--- config.mk ---
export PLATFORM = sky130hd
export DESIGN_NAME = result_writeback_flat
export DESIGN_NICKNAME = d
export VERILOG_FILES = /design/src/rtl/result_writeback_if.sv /design/src/rtl/result_writeback.sv /design/src/flat_wrapper.sv
export SDC_FILE = /design/constraint.sdc
export NUM_CORES = 1
export LEC_CHECK = 0
export ABC_AREA = 0
export BUFFER_PORTS_ARGS = -buffer_cell sky130_fd_sc_hd__buf_2
export CORE_ASPECT_RATIO = 1.2
export CORE_UTILIZATION = 57
export CTS_BUF_LIST = sky130_fd_sc_hd__clkbuf_16
export CTS_CLUSTER_SIZE = 14
export DETAILED_ROUTE_END_ITERATION = 10
export MAX_ROUTING_LAYER = met4
export PLACE_DENSITY = 0.87
export SLEW_MARGIN = 20
export SYNTH_ARGS = -nofsm -noshare
export SYNTH_HDL_FRONTEND = slang
export SYNTH_SLANG_ARGS = --single-unit
--- constraint.sdc ---
create_clock -name clk -period 18.6 [get_ports clk]
set_input_delay 2.79 -clock clk [delete_from_list [all_inputs] [get_ports clk]]
set_output_delay 2.79 -clock clk [all_outputs]
set_load 0.02 [all_outputs]
--- src/rtl/result_writeback_if.sv ---
// Avalon-MM write-only bus used by the result writeback block.
// The master drives address/write/writedata, and the slave stalls with waitrequest.
interface result_writeback_if;
    logic [31:0] address;
    logic        write;
    logic [31:0] writedata;
    logic        waitrequest;

    modport master (
        output address,
        output write,
        output writedata,
        input  waitrequest
    );

    modport slave (
        input  address,
        input  write,
        input  writedata,
        output waitrequest
    );
endinterface

--- src/rtl/result_writeback.sv ---
// Captures a matmul result vector plus its reported sum, then writes it out over Avalon-MM.
// It also checks the reported sum against a running accumulation of the written elements.
module result_writeback #(
    parameter int unsigned DEPTH     = 8,
    parameter int unsigned RES_WIDTH = 24,
    parameter logic [31:0] BASE_ADDR = 32'h0000_0000
) (
    input  logic                 clk,
    input  logic                 rst,
    input  logic                 start,
    input  logic [RES_WIDTH-1:0] c_vector [0:DEPTH-1],
    input  logic [RES_WIDTH-1:0] sum,
    result_writeback_if.master   bus,
    output logic                 busy,
    output logic                 done,
    output logic                 sum_err
);

    localparam int unsigned      IDX_W    = (DEPTH > 1) ? $clog2(DEPTH) : 1;
    localparam logic [IDX_W-1:0] LAST_IDX = IDX_W'(DEPTH - 1);
    localparam logic [31:0]      SUM_ADDR = BASE_ADDR + 32'(4 * DEPTH);

    typedef enum logic [1:0] {
        IDLE,
        WR_ELEM,
        WR_SUM,
        FINISH
    } state_t;

    state_t               state_q, state_d;
    logic [IDX_W-1:0]     index_q, index_d;
    logic [RES_WIDTH-1:0] acc_q, acc_d;
    logic                 sum_err_q, sum_err_d;
    logic [RES_WIDTH-1:0] snap_q [0:DEPTH-1];
    logic [RES_WIDTH-1:0] snap_d [0:DEPTH-1];
    logic [RES_WIDTH-1:0] sum_snap_q, sum_snap_d;

    // Control state; reset abandons any transfer in flight.
    always_ff @(posedge clk) begin
        if (rst) begin
            state_q   <= IDLE;
            index_q   <= '0;
            acc_q     <= '0;
            sum_err_q <= 1'b0;
        end else begin
            state_q   <= state_d;
            index_q   <= index_d;
            acc_q     <= acc_d;
            sum_err_q <= sum_err_d;
        end
    end

    // Snapshot storage: it only ever loads on a capture, so it needs no reset.
    always_ff @(posedge clk) begin
        snap_q     <= snap_d;
        sum_snap_q <= sum_snap_d;
    end

    // Sequencing: capture, one element per accepted write, then the sum, then the checksum verdict.
    always_comb begin
        state_d    = state_q;
        index_d    = index_q;
        acc_d      = acc_q;
        sum_err_d  = sum_err_q;
        snap_d     = snap_q;
        sum_snap_d = sum_snap_q;
        unique case (state_q)
            IDLE: begin
                if (start) begin
                    snap_d     = c_vector;
                    sum_snap_d = sum;
                    index_d    = '0;
                    acc_d      = '0;
                    sum_err_d  = 1'b0;
                    state_d    = WR_ELEM;
                end
            end
            WR_ELEM: begin
                if (!bus.waitrequest) begin
                    acc_d = acc_q + snap_q[index_q];
                    if (index_q == LAST_IDX) begin
                        index_d = '0;
                        state_d = WR_SUM;
                    end else begin
                        index_d = index_q + IDX_W'(1);
                    end
                end
            end
            WR_SUM: begin
                if (!bus.waitrequest) begin
                    sum_err_d = (acc_q != sum_snap_q);
                    state_d   = FINISH;
                end
            end
            FINISH: begin
                state_d = IDLE;
            end
            default: begin
                state_d = IDLE;
            end
        endcase
    end

    // Bus outputs decode from registered state alone, so they hold steady through stalls.
    always_comb begin
        bus.write     = 1'b0;
        bus.address   = '0;
        bus.writedata = '0;
        done          = 1'b0;
        unique case (state_q)
            WR_ELEM: begin
                bus.write     = 1'b1;
                bus.address   = BASE_ADDR + (32'(index_q) << 2);
                bus.writedata = 32'(snap_q[index_q]);
            end
            WR_SUM: begin
                bus.write     = 1'b1;
                bus.address   = SUM_ADDR;
                bus.writedata = 32'(sum_snap_q);
            end
            FINISH: begin
                done = 1'b1;
            end
            default: begin
            end
        endcase
    end

    assign busy    = (state_q != IDLE);
    assign sum_err = sum_err_q;

endmodule

--- src/flat_wrapper.sv ---
// flat-port wrapper written by rule: the top's interface ports become plain ports
module result_writeback_flat 
#(
    parameter int unsigned DEPTH     = 8,
    parameter int unsigned RES_WIDTH = 24,
    parameter logic [31:0] BASE_ADDR = 32'h0000_0000
)
  (clk, rst, start, c_vector, sum, busy, done, sum_err, bus_address, bus_write, bus_writedata, bus_waitrequest);
  result_writeback_if bus_i ();
  input  logic clk;
  input  logic rst;
  input  logic start;
  input  logic [RES_WIDTH-1:0] c_vector[0:DEPTH-1];
  input  logic [RES_WIDTH-1:0] sum;
  output logic busy;
  output logic done;
  output logic sum_err;
  output wire logic [$bits(bus_i.address)-1:0] bus_address;
  output wire logic [$bits(bus_i.write)-1:0] bus_write;
  output wire logic [$bits(bus_i.writedata)-1:0] bus_writedata;
  input wire logic [$bits(bus_i.waitrequest)-1:0] bus_waitrequest;
  assign bus_address = bus_i.address;
  assign bus_write = bus_i.write;
  assign bus_writedata = bus_i.writedata;
  assign bus_i.waitrequest = bus_waitrequest;
  result_writeback #(.DEPTH(DEPTH), .RES_WIDTH(RES_WIDTH), .BASE_ADDR(BASE_ADDR)) u_core (.clk(clk), .rst(rst), .start(start), .c_vector(c_vector), .sum(sum), .bus(bus_i), .busy(busy), .done(done), .sum_err(sum_err));
endmodule
; Word-level counts from Yosys, hierarchy flattened
; Index checks and enable logic that the tools add are counted.
; W data, S select, Z words.
[totals]
register_bits = 246
in_bits = 220
out_inout_bits = 68
word_cells = 57
[classes]
add_sub_neg = 2
magnitude_cmp = 1
n_eq_ne = 9
muxes = 22
bitwise_logic = 1
n_reduce_logical = 9
[ops]
columns = op, n
row1 = $mux W24, 4
row2 = $pmux W24 S2, 2
row3 = $bmux W24 S3, 1
row4 = $add A24 B24 Y24, 1
row5 = $ne A24 B24 Y1, 1
row6 = $pmux W6 S2, 1
row7 = $mux W3, 3
row8 = $mux W2, 4
row9 = $pmux W2 S4, 1
row10 = $ne A2 B2 Y1 const B, 3
row11 = $pmux W3 S2, 1
row12 = $reduce_and A3 Y1, 2
row13 = $reduce_bool A2 Y1, 3
row14 = $eq A2 B2 Y1 const B, 2
row15 = $ge A4 B4 Y1 const B, 1
row16 = $mux W1, 4
row17 = $not A3 Y4, 1
row18 = $reduce_and A4 Y1, 1
row19 = $add A3 B1 Y3 const B, 1
row20 = $eq A3 B3 Y1 const B, 1
row21 = $eq A2 B1 Y1 const B, 1
row22 = $logic_not A2 Y1, 1
row23 = $ne A2 B1 Y1 const B, 1
row24 = $pmux W1 S2, 1
row25 = 2 further kinds, 2

; Depth between registers and ports, before layout
[depth]
depth_word = 7
depth_mapped = 15
depth_no_buf = 12

; Worst setup path after synthesis
; OpenSTA, ideal clock, no wires.
[synth_timing]
path_kind = input to register
from = input start
to = register u_core.snap_q[0] in the netlist's numbering (enable)
setup_ns = 0.602
arrival_ns = 7.654
t_required_ns = 17.998
slack_ns = 10.343
stages = 1
path_buffers = 0
cell_sequence = and2_1
[synth_between]
elab_chain_cells = 1
[synth_rtl]
columns = element, line
row1 = from (decl), flat_wrapper.sv:12  ; input logic start;
row2 = $reduce_and A2 Y1 (no line), n/a
row3 = to (signal assigned), result_writeback.sv:55  ; snap_q <= snap_d;
row4 = to (decl), result_writeback.sv:34  ; logic [RES_WIDTH-1:0] snap_q [0:DEPTH-1];
; Every way passes these cells.
; A chain may end at the register's enable or synchronous reset.

; Final worst setup path
[layout_timing]
from = register u_core.index_q[0]
to = output bus_writedata[23]
[layout_between]
elab_chain_cells = 5
[layout_rtl]
columns = element, line
row1 = from (decl), result_writeback.sv:31  ; logic [IDX_W-1:0] index_q, index_d;
row2 = from (signal assigned), result_writeback.sv:47  ; index_q <= index_d;
row3 = $not A3 Y4 (implied by the code), result_writeback.sv:114  ; bus.writedata = 32'(snap_q[index_q]);
row4 = $bmux W24 S3, result_writeback.sv:114
row5 = $mux W24 (implied by the code) (2 in series), result_writeback.sv:114
row6 = $pmux W24 S2, result_writeback.sv:110  ; unique case (state_q)
row7 = to (decl), flat_wrapper.sv:20  ; output wire logic [$bits(bus_i.writedata)-1:0] bus_writedata;
; Every way passes these cells. The select of a mux whose other input is x is not followed.

==> out/metrics.csv <==
metric,value,unit
synth_mux_area_share,12.33,%
post_cts_resized,0,
cts.sinks,246,
leakagePower,5.244,nW
die_h,155.0,um
antenna_found_initial,6,
p_comb_share,31.0,%
rsz0062_at_grt,no,
place_congestion,0.9265,
layout-area-overhead-vs-synth,20.18,%
synth_xor_area_share,3.231,%
syn_inst,703,
yosys_warnings,0,
final_antenna_net_count,0,
cts-root-buf,clkbuf_16,
drt_iter0_markers,514,
num_io_pins,288,
pwr-share-seq,41.9,%
setup_violations,0,
gr-total-overflow,0,
track_usage,25.74,%
synthFlopType,edfxtp_1,
num_vias,7079,
finalSetupTns,0,ns
power_density,146.0,nW/um^2
finClkSkew,0.01495,ns
internal_power,1.329,mW
routed_via_density,5.727,
wl_met1,9.074,mm
fin_crit,5.898,ns
dp_hpwl,17.41,mm
switching_share,31.86,%
synth_cell_types,61,
slew_viol_final,0,
seq_area_frac_synth,63.76,%
cts_setup_buffers,0,
highest_layer,met4,
cts_tree,done,
port_buffers,251,
clk_pin_slew,0.06,ns
syn_avg_cell_area,15.81,um^2
synth_compound_area_share,8.173,%
startpoint_type,register,
drc,0,
core-area,18990,um^2
synth_top_family_by_area,multiplexers,
grt_max_degree,87,
die_area,20060,um^2
routed_wl,24.84,mm
routed-wl-met2,13.10,mm
syn_area,11110,um^2
htree_levels,1,
utilization,70.33,%
finalCritPeriodShare,31.71,%
holdBufCountCts,0,
row_count,55,
start_util,58.52,%
required,15.81,ns
ctsLongestPathBuffers,3,
max_cap_viol_count,0,
drive_gt1_share,39.22,%
total_switching_power,621.6,uW
yosys.area_share.adder,3.445,%
route.met3.wl,1.698,mm
fillerInstances,1239,
nets,1206,
synth_edf_count,216,
synth_simple_gate_area_share,4.920,%
first_pass_iters,5,
vdd_drop_max,0.1088,mV
clockPowerShare,27.1,%
grt_pass1_vias,7068,
grt_first_pass_wirelength,36.98,mm
die_w,129.5,um
worstSkewPairLatency,0.51,ns
max_freq,169.6,MHz
arrival,3.11,ns
end_kind,output port,
ys_ff_latch,246,
cts_buffers,25,
hold_viol,0,
ys_async_sr_fraction,0,%
critPathMaxFanout,52,
worst_slew_margin_rel,29.25,%
hp-class,register to register,
critPathKind,register to output port,
outcome,completed,
worstMarginPinSlew,1.061,ns
wl_per_cell,20.10,um
cells in the mapped netlist (all sizes together) (3+ instances only):
| cell type | instances | area, um^2 |
|---|---|---|
| a211oi | 3 | 22.52 |
| a21o | 18 | 138.9 |
| a21oi | 30 | 157.7 |
| a22oi | 9 | 67.56 |
| a31oi | 3 | 18.77 |
| a32o | 24 | 240.2 |
| and2 | 4 | 26.28 |
| and3 | 6 | 38.79 |
| buf | 48 | 335.3 |
| clkbuf | 20 | 95.09 |
| dfxtp | 30 | 600.6 |
| edfxtp | 216 | 6486 |
| ha | 29 | 362.9 |
| inv | 7 | 26.28 |
| mux2 | 23 | 259.0 |
| mux2i | 3 | 30.03 |
| mux4 | 48 | 1081 |
| nand2 | 32 | 120.1 |
| nand3 | 14 | 75.07 |
| nand4 | 6 | 37.54 |
| nor2 | 20 | 75.07 |
| nor2b | 4 | 25.02 |
| nor3 | 7 | 35.03 |
| nor4 | 3 | 18.77 |
| o21ai | 22 | 113.9 |
| o31ai | 3 | 22.52 |
| or3 | 5 | 31.28 |
| or4 | 3 | 26.27 |
| xnor2 | 26 | 227.7 |
| xor2 | 15 | 131.4 |
cell usage in the layout, fill, tap and decap left out, types with 4 or more instances in the layout:
cell type and n:
buf_2 251, edfxtp_1 216, mux4_2 48, conb_1 36, nand2_1 32, ha_1 29
a21oi_1 28, dfxtp_1 28, xnor2_1 26, clkbuf_16 25, a32o_1 24, mux2_2 23
nor2_1 20, o21ai_0 18, a21o_1 15, xor2_1 15, nand3_1 13, inv_1 12
a22oi_1 9, nor3_1 7, buf_4 7, diode_2 6, nand4_1 6, bufinv_16 6
and3_1 5, or3_1 5, clkinv_2 5, nor2b_1 4
worst paths after layout:
| path | depth (start not counted) | to | from | slack, ns |
|---|---|---|---|---|
| worst max register to register | 13 | u_core.acc_q[16] | u_core.index_q[0] | 13.91 |
| worst min register to register | 2 | u_core.acc_q[7] | u_core.acc_q[7] | 0.49 |
| worst min-delay path | 2 | u_core.acc_q[7] | u_core.acc_q[7] | 0.49 |
| worst max-delay path | 5 | bus_writedata[23] | u_core.index_q[0] | 12.70 |
worst max-delay path, stage by stage (launching register included):
cell	delay, ns
dfxtp_4	0.33
buf_4	0.72
mux4_2	0.59
mux2i_1	0.57
o21ai_0	0.13
buf_2	0.18
stage by stage:
step / cells / hold WS, ns / setup slack, ns / cell area (um^2) / total power [mW]
after floorplan: 738 / 0.4569 / 10.34 / 11250 / 1.288
after global placement: 1184 / 0.4688 / 13.16 / 12450 / 1.406
after detailed placement: 1185 / 0.4818 / 13.17 / 12470 / 1.425
after CTS: 1230 / 0.4905 / 12.62 / 13340 / 1.959
after global routing: 1236 / 0.5096 / 12.47 / 13360 / 2.040
final: 1236 / 0.4907 / 12.70 / 13360 / 1.951
routing by layer:
layer / GRT usage [%] / up-vias
met5: - / -
met2: 43.06 / 369
met3: 4.436 / 66
li1: - / 3231
met1: 30.24 / 3413
met4: 12.29 / 0
flip-flops by register name (all words and copies together) (netlist names):
name / count
u_core.acc_q: 24
u_core.sum_err: 1
u_core.index_q: 3
u_core.sum_snap_q: 24
u_core.snap_q: 192
u_core.state_q: 2
cells by family (layout without fill, tap and decap cells):
| kind of cell | count (synthesis) | after routing |
|---|---|---|
| DFF | 246 | 246 |
| xor gates and xnor gates | 41 | 41 |
| adders and majority gates | 30 | 30 |
| and+or+nand+nor | 109 | 109 |
| AOI/OAI and AO/OA | 127 | 127 |
| other | 1 | 42 |
| muxes | 74 | 74 |
| buffers and inverters | 75 | 311 |
power groups by stage:
stage | clock network [mW] | registers [mW] | logic, mW
floorplan | 0 | 0.838 | 0.450
global route | 0.557 | 0.828 | 0.655
detailed placement | 0 | 0.827 | 0.598
global placement | 0 | 0.818 | 0.589
finish | 0.529 | 0.817 | 0.604
CTS | 0.539 | 0.817 | 0.603
layout make-up:
type                    count  area, um^2  share of cell area (%)
repair buffers            259        1324                   9.910
well taps                 256       320.3                   2.398
inverters                   7       26.28                  0.1967
clock buffers              25       625.6                   4.683
clock inverters            20       250.2                   1.873
multi-input cells         417        3705                   27.74
diodes                      6       15.01                  0.1124
flip-flops and latches    246        7092                   53.09
No activity file was read; power rests on OpenSTA's default activity.
